--- config.mk ---
export PLATFORM = sky130hd
export DESIGN_NAME = push_sw_array_flat
export DESIGN_NICKNAME = d
export VERILOG_FILES = /design/src/rtl/push_sw_array_if.sv /design/src/rtl/push_sw_array.sv /design/src/flat_wrapper.sv
export SDC_FILE = /design/constraint.sdc
export NUM_CORES = 1
export LEC_CHECK = 0
export CAP_MARGIN = 0
export CORE_ASPECT_RATIO = 1.25
export CORE_UTILIZATION = 45
export CTS_CLUSTER_DIAMETER = 50
export DETAILED_ROUTE_END_ITERATION = 12
export PLACE_DENSITY_LB_ADDON = 0.2
export SKIP_CTS_REPAIR_TIMING = 1
export SLEW_MARGIN = 10
export SYNTH_ARGS = -nofsm -noshare
export SYNTH_HDL_FRONTEND = slang
export SYNTH_SLANG_ARGS = --single-unit
--- constraint.sdc ---
create_clock -name i_clk -period 4.08 [get_ports i_clk]
set_input_delay 0.408 -clock i_clk [delete_from_list [all_inputs] [get_ports i_clk]]
set_output_delay 0.408 -clock i_clk [all_outputs]
set_load 0.02 [all_outputs]
--- src/rtl/push_sw_array_if.sv ---
// Signal bundle between board push-buttons and the push_sw_array front end.
// The master drives the raw buttons and clears; the slave returns the debounced state, pulses and counters.
interface push_sw_array_if #(
  parameter int N_CH    = 4,
  parameter int CNT_LEN = 8
);
  logic [N_CH-1:0]         i_buttons;
  logic [N_CH-1:0]         i_clr;
  logic [N_CH-1:0]         o_level;
  logic [N_CH-1:0]         o_press;
  logic [N_CH-1:0]         o_release;
  logic [N_CH-1:0]         o_long;
  logic [N_CH*CNT_LEN-1:0] o_cnt;

  modport master (
    output i_buttons, i_clr,
    input  o_level, o_press, o_release, o_long, o_cnt
  );

  modport slave (
    input  i_buttons, i_clr,
    output o_level, o_press, o_release, o_long, o_cnt
  );
endinterface

--- src/rtl/push_sw_array.sv ---
// Multi-channel push-button front end: 2-flop synchroniser, stable-duration debounce,
// press/release/long-press pulses and a per-channel press counter (wrap or saturate).
module push_sw_array #(
  parameter int N_CH       = 4,
  parameter int CNT_LEN    = 8,
  parameter int DB_LEN     = 16,
  parameter int LONG_LEN   = 1000,
  parameter int ACTIVE_LOW = 1,
  parameter int SAT_MODE   = 0
) (
  input  logic            i_clk,
  input  logic            i_rstn,
  push_sw_array_if.slave  bus
);

  localparam int DB_W   = $clog2(DB_LEN);
  localparam int HOLD_W = $clog2(LONG_LEN + 1);

  localparam logic [DB_W-1:0]   DB_LAST   = DB_W'(DB_LEN - 1);
  localparam logic [HOLD_W-1:0] HOLD_LAST = HOLD_W'(LONG_LEN - 1);
  localparam logic [HOLD_W-1:0] HOLD_STOP = HOLD_W'(LONG_LEN);
  localparam logic              ACT_L     = (ACTIVE_LOW != 0);
  localparam logic              SAT       = (SAT_MODE != 0);

  logic [N_CH-1:0]              s1;
  logic [N_CH-1:0]              s2;
  logic [N_CH-1:0]              level;
  logic [N_CH-1:0]              press;
  logic [N_CH-1:0]              rel;
  logic [N_CH-1:0]              lng;
  logic [N_CH-1:0][DB_W-1:0]    db_cnt;
  logic [N_CH-1:0][HOLD_W-1:0]  hold;
  logic [N_CH-1:0][CNT_LEN-1:0] cnt;

  always_ff @(posedge i_clk) begin
    if (!i_rstn) begin
      s1     <= '0;
      s2     <= '0;
      level  <= '0;
      press  <= '0;
      rel    <= '0;
      lng    <= '0;
      db_cnt <= '0;
      hold   <= '0;
      cnt    <= '0;
    end else begin
      s1 <= bus.i_buttons ^ {N_CH{ACT_L}};
      s2 <= s1;
      for (int unsigned k = 0; k < N_CH; k++) begin
        press[k] <= 1'b0;
        rel[k]   <= 1'b0;
        lng[k]   <= 1'b0;

        if (s2[k] == level[k]) begin
          db_cnt[k] <= '0;
        end else if (db_cnt[k] == DB_LAST) begin
          db_cnt[k] <= '0;
          level[k]  <= ~level[k];
          press[k]  <= ~level[k];
          rel[k]    <= level[k];
        end else begin
          db_cnt[k] <= db_cnt[k] + 1'b1;
        end

        // Hold counter parks at LONG_LEN after firing so o_long occurs once per press.
        if (!level[k]) begin
          hold[k] <= '0;
        end else if (hold[k] == HOLD_LAST) begin
          hold[k] <= HOLD_STOP;
          lng[k]  <= 1'b1;
        end else if (hold[k] != HOLD_STOP) begin
          hold[k] <= hold[k] + 1'b1;
        end

        // A clear coincident with a press pulse keeps that press in the count.
        if (bus.i_clr[k]) begin
          cnt[k] <= CNT_LEN'(press[k]);
        end else if (press[k] && !(SAT && (cnt[k] == '1))) begin
          cnt[k] <= cnt[k] + 1'b1;
        end
      end
    end
  end

  assign bus.o_level   = level;
  assign bus.o_press   = press;
  assign bus.o_release = rel;
  assign bus.o_long    = lng;
  assign bus.o_cnt     = cnt;

endmodule
--- src/flat_wrapper.sv ---
// flat-port wrapper written by rule: the top's interface ports become plain ports
module push_sw_array_flat 
#(
  parameter int N_CH       = 4,
  parameter int CNT_LEN    = 8,
  parameter int DB_LEN     = 16,
  parameter int LONG_LEN   = 1000,
  parameter int ACTIVE_LOW = 1,
  parameter int SAT_MODE   = 0
)
  (i_clk, i_rstn, bus_i_buttons, bus_i_clr, bus_o_level, bus_o_press, bus_o_release, bus_o_long, bus_o_cnt);
  push_sw_array_if #(.N_CH(N_CH), .CNT_LEN(CNT_LEN)) bus_i ();
  input  logic i_clk;
  input  logic i_rstn;
  input wire logic [$bits(bus_i.i_buttons)-1:0] bus_i_buttons;
  input wire logic [$bits(bus_i.i_clr)-1:0] bus_i_clr;
  output wire logic [$bits(bus_i.o_level)-1:0] bus_o_level;
  output wire logic [$bits(bus_i.o_press)-1:0] bus_o_press;
  output wire logic [$bits(bus_i.o_release)-1:0] bus_o_release;
  output wire logic [$bits(bus_i.o_long)-1:0] bus_o_long;
  output wire logic [$bits(bus_i.o_cnt)-1:0] bus_o_cnt;
  assign bus_i.i_buttons = bus_i_buttons;
  assign bus_i.i_clr = bus_i_clr;
  assign bus_o_level = bus_i.o_level;
  assign bus_o_press = bus_i.o_press;
  assign bus_o_release = bus_i.o_release;
  assign bus_o_long = bus_i.o_long;
  assign bus_o_cnt = bus_i.o_cnt;
  push_sw_array #(.N_CH(N_CH), .CNT_LEN(CNT_LEN), .DB_LEN(DB_LEN), .LONG_LEN(LONG_LEN), .ACTIVE_LOW(ACTIVE_LOW), .SAT_MODE(SAT_MODE)) u_core (.i_clk(i_clk), .i_rstn(i_rstn), .bus(bus_i));
endmodule
==> results of run 1 <==
## through the flow
stage                     cells   util  instance area, µm²
after floorplan             525      -                4760
after global placement      698  0.533                5440
after detailed placement    698  0.533                5440
after CTS                   714  0.567                5790
after global routing        714  0.567                5790
final                       714  0.567                5790
## routing by layer
metal | GRT usage | up-vias | wire [µm]
li1 | - | 1991 | -
met1 | 0.202 | 1854 | 4250
met5 | 0 | - | 0
met4 | 0.0718 | 0 | 151
met3 | 0.0336 | 11 | 243
met2 | 0.316 | 53 | 4530
## state kept, by name, summed over array words and instances, names as in the netlist
signal / cells
u_core.bus.o_long: 4
u_core.s2: 4
u_core.bus.o_level: 4
u_core.hold: 40
u_core.bus.o_release: 4
u_core.db_cnt: 16
u_core.bus.o_press: 4
u_core.bus.o_cnt: 32
u_core.s1: 4
## kinds of logic (layout without fill, tap and decap cells)
logic type / Yosys count / after routing
and+or+nand+nor: 222 / 222
DFF: 112 / 112
AOI/OAI and AO/OA: 98 / 98
buffers and inverters: 37 / 97
xor gates and xnor gates: 32 / 32
adders and majority gates: 16 / 16
muxes: 8 / 8
## worst paths after layout
check,from,to,slack (ps)
max,i_rstn,u_core.bus.o_long[0],2070
min,u_core.s1[3],u_core.s2[3],430
max reg2reg,u_core.hold[0],u_core.hold[0],2460
min reg2reg,u_core.s1[3],u_core.s2[3],430
## placed cells by master, fill, tap and decap left out, drive strengths merged, types with 3 or more instances in the layout
master / synthesis / routed
a2111oi: 4 / 4
a211oi: 8 / 8
a21oi: 40 / 40
and2: 12 / 12
and3: 6 / 6
bufinv: 0 / 3
clkbuf: 11 / 10
clkdlybuf4s50: 0 / 57
dfxtp: 112 / 112
ha: 16 / 16
inv: 22 / 24
mux2i: 8 / 8
nand2: 35 / 35
nand2b: 11 / 11
nand3: 33 / 33
nand3b: 8 / 8
nand4: 21 / 21
nor2: 36 / 36
nor2b: 8 / 8
nor3: 10 / 10
nor4: 4 / 4
o21ai: 26 / 26
o311ai: 3 / 3
o31ai: 11 / 11
o32ai: 4 / 4
or3: 26 / 26
or4: 8 / 8
xnor2: 4 / 4
xor2: 28 / 28
## power groups by stage
stage / Sequential, mW / Clock (mW) / Combinational (mW)
4_1_cts: 1.10 / 1.02 / 0.0296
5_1_grt: 1.10 / 1.06 / 0.0322
3_3_place_gp: 1.13 / 0 / 0.0291
6_report: 1.10 / 0.996 / 0.0292
3_5_place_dp: 1.13 / 0 / 0.0295
2_1_floorplan: 1.13 / 0 / 0.0148
## final cells by class
cell class | instances | area (µm²)
clock buffer | 10 | 229
fill | 921 | 4420
inverter | 22 | 82.6
multi-input combinational | 376 | 2370
clock inverter | 6 | 115
sequential | 112 | 2240
timing repair buffer | 59 | 586
tap | 129 | 161
## critical path, cell delays in order
cell             delay [ps]
clkdlybuf4s50_1         900
buf_4                   290
nand2_1                 260
nor4_1                  380
## Yosys cell counts (4+ instances only)
cell type | n | area, µm²
a2111oi_0 | 4 | 35.0
nor3_1 | 10 | 50.1
dfxtp_1 | 112 | 2240
nand2b_1 | 11 | 68.8
mux2i_1 | 8 | 80.1
buf_2 | 4 | 20.0
clkbuf_2 | 4 | 20.0
a21oi_1 | 40 | 200
inv_1 | 22 | 82.6
and3_1 | 6 | 37.5
a211oi_1 | 8 | 60.1
nand3b_1 | 8 | 60.1
nand3_1 | 32 | 160
ha_1 | 16 | 200
xnor2_1 | 4 | 35.0
nand2_1 | 35 | 131
xor2_1 | 28 | 245
nand4_1 | 18 | 113
o21ai_0 | 26 | 130
nor2b_1 | 8 | 50.1
nor2_1 | 36 | 135
or4_1 | 8 | 60.1
and2_1 | 12 | 75.1
or3_1 | 23 | 144
nor4_1 | 4 | 25.0
o31ai_1 | 11 | 82.6
o32ai_1 | 4 | 35.0
clkbuf_1 | 7 | 26.3
==> qor.csv, run 1 <==
metric,value,unit
routed_via_density,5.47,
grt_first_pass_wirelength,15500,µm
rsz0062_at_grt,false,
fp.dieW,94,µm
synthXorXnorAreaFrac,0.0589,
ant_nets,0,
clock_path_buffers,2,
synth-seq-cells,112,
synth_compound_area_frac,0.123,
cp.arrival,2240,ps
start_util,0.466,
combPwrFrac,0.014,
synth_edf_count,0,
tightestPinTransition,676,ps
muxShareOfSynthArea,0.0168,
ys_seq_area_frac,0.471,
place_congestion,0.822,
syn-mean-instance-area,9.07,µm²
ios,58,
syn_nets,551,
holdPathStages,1,
hpwl,6620,µm
ff2ff_path_depth,4,
grt_max_degree,20,
synth_ff_type,dfxtp_1,
worstSetupEndpointType,flip-flop,
ys_async_sr_fraction,0,
root_buffer,clkbuf_16,
yosys.area_share.simple,0.257,
cts_tree,done,
critPathMaxFanout,19,
routed_wl,9180,µm
finalCritPeriodShare,0.492,
fin_tns_setup,0,ps
cp.required,4320,ps
layout_min_cycle_time,2010,ps
cts_sinks,112,
final_net_count,606,
area_growth,21.5,%
switching_share,0.192,
drive_gt1_frac,0.0427,
wire_per_inst,12.9,µm
setup_violations,0,
netlist_instances,525,
synth_adder_area_share,0.0420,
fin_ws,2070,ps
slew_headroom,0.548,
grtUsageTotal,0.175,
power_density,367,mW/mm²
peakVddDrop,0.223,mV
drt_first_pass_iters,4,
finalPower,2.13,mW
timing.fmax,498,MHz
fin_hold_ws,434,ps
yosysUniqueCellTypes,36,
clk_latency,340,ps
maxCapViolations,0,
vias,3909,
cellInternalPower,1.72,mW
dp_slack,1740,ps
grt_pass1_vias,3565,
rows,41,
switching_power,409,µW
io_buffers,57,
diodes,0,
grt.overflow.total,0,
drt_iter0_drc,133,
finalHoldViolCount,0,
p_leak,1.91,nW
drc_errors,0,
synth_top_family_by_area,simple AND/OR/NAND/NOR gates,
p_seq_frac,0.518,
hp-class,flip-flop to flip-flop,
worst_setup_path_start_kind,input pin,
skew,5.58,ps
yosys_warnings,0,
core_area,0.0102,mm²
h-tree-depth,3,
dieArea,0.0110,mm²
critPathKind,input pin to flip-flop,
die_y,117,µm
antenna_found_initial,0,
clkPwrFrac,0.469,
syn_area,0.00476,mm²
slew_viol_final,0,
status,"complete, no violations",
numCtsBuffers,9,
path_clk_slew,70,ps
Power figures use the tool's default switching activity.
==> inputs of run 2 (changes only) <==
- clock period: 4.08 -> 2 ns (I/O delays scaled with it)
==> run 2 against run 1 <==
Net effect: clock skew increased by 3.0 ps; critical path depth shrank 3; combinational power grew 110%; register-to-register slack lost 2000 ps; critical endpoint is now bus_o_press[3]; clock-buffer cell count stayed put; flip-flop and latch count unchanged; final cell count fell by 0.14%; final area up 0.11%; utilization rose by 0.061 points; sequential share of layout area about the same; non-clock buffer count fell by 1.
==> qor.csv, run 2 (same netlist as run 1, synthesis figures left out) <==
metric,value,unit,change
io_buffers,57,,unchanged
drt_first_pass_iters,4,,unchanged
diodes,0,,unchanged
power_density,750,mW/mm²,+100%
routed_wl,9070,µm,-1.2%
core_area,0.0102,mm²,unchanged
path_clk_slew,70,ps,about the same
final_net_count,605,,-0.17%
worstSetupEndpointType,output port,,
slowest_stage,clkdlybuf4s50_1,,
cts_tree,done,,
fin_util,0.567,,+0.000613
start_util,0.466,,unchanged
finalHoldViolCount,0,,unchanged
layout_min_cycle_time,1740,ps,
max_stage_delay,690,ps,-210 ps
fin_area,0.00579,mm²,+0.11%
grtUsageTotal,0.173,,-0.00181
finalPower,4.34,mW,+100%
root_buffer,clkbuf_16,,
cp.arrival,1540,ps,-700 ps
antenna_found_initial,0,,unchanged
slew_viol_final,0,,unchanged
dp_slack,371,ps,-1370 ps
hp-class,input pin to flip-flop,,
finalCritPeriodShare,0.870,,
place_congestion,0.806,,-1.9%
reg2reg_from,u_core.hold[30],,
critPathKind,flip-flop to output port,,
h-tree-depth,3,,unchanged
skew,8.62,ps,+3.04 ps
grt_max_degree,41,,+110%
area_growth,21.7,%,
clock_path_buffers,2,,unchanged
critPathMaxFanout,7,,-12
fin_ws,260,ps,-1810 ps
clk_latency,350,ps,about the same
fin_tns_setup,0,ps,unchanged
grt_first_pass_wirelength,15100,µm,-2.3%
top_register,u_core.hold,,
rsz0062_at_grt,false,,
drc_errors,0,,unchanged
routed_via_density,5.42,,-0.94%
fp.dieW,94,µm,unchanged
holdCritStartpoint,bus_i_buttons[3],,
hpwl,6510,µm,-1.7%
crit_family,buffers and inverters,,
ios,58,,unchanged
wire_per_inst,12.7,µm,-1.1%
final_common_cell,dfxtp_1,,
placedInstanceArea,0.00545,mm²,about the same
final_cell_mix,"112 x dfxtp_1, 57 x clkdlybuf4s50_1, 40 x a21oi_1",,
setup_violations,0,,unchanged
dieArea,0.0110,mm²,unchanged
drt_iter0_drc,108,,-19%
vias,3867,,-1.1%
tightestPinTransition,411,ps,-265 ps
die_y,117,µm,unchanged
p_leak,1.92,nW,+0.17%
largest_reg_flops,40,,unchanged
worst_setup_path_start_kind,flip-flop,,
drive_gt1_frac,0.0411,,-0.00164
status,"complete, no violations",,
slew_headroom,0.719,,+0.171
cp_num_buf_inv,1,,-1
maxCapViolations,0,,unchanged
cp.required,1800,ps,-2520 ps
crit_start,u_core.bus.o_press[3],,
grt_pass1_vias,3422,,-4.0%
cts_sinks,112,,unchanged
rows,41,,unchanged
ant_nets,0,,unchanged
crit_path_cell_trace,clkdlybuf4s50_1,,
peakVddDrop,0.411,mV,+85%
grt.overflow.total,0,,unchanged
timing.fmax,575,MHz,
numCtsBuffers,9,,unchanged
==> run 2: cell types whose count changed in the layout (fill, tap and decap cells not counted) <==
cell        previous run  this run
clkinv_4               0         2
buf_12                 0         1
buf_4                  2         0
clkinvlp_4             1         0
inv_6                  2         1
==> run 2: layout make-up <==
class                      count  area [µm²]
clock buffer                  10         229
clock inverter                 6         116
fill                         890        4420
inverter                      22        82.6
multi-input combinational    376        2370
sequential                   112        2240
tap                          129         161
timing repair buffer          58         591
==> run 2: final timing paths <==
path | to | slack, ps | depth (start not counted)
worst max register to register | u_core.hold[38] | 430 | 4
worst min register to register | u_core.s2[1] | 440 | 1
worst max-delay path | bus_o_press[3] | 260 | 1
worst min-delay path | u_core.s1[3] | 380 | 2
==> run 2: where the power goes <==
part,total (mW),internal (mW),switching [mW]
Clock,2.04,1.23,0.804
Sequential,2.24,2.24,0.00637
Combinational,0.0599,0.0311,0.0288
Total,4.34,3.50,0.839
==> run 2: per-stage QoR <==
step                instances  hold WS [ps]
floorplan                 525           272
detailed placement        697           419
finish                    713           375
global placement          697           414
global route              713           386
CTS                       713           363
==> run 2: per-layer routing <==
metal | GRT usage | share of wire | wire, µm
met4 | 0.0769 | 0.018 | 167
met3 | 0.0420 | 0.037 | 338
met1 | 0.201 | 0.46 | 4140
met2 | 0.302 | 0.49 | 4420
met5 | 0 | 0 | 0
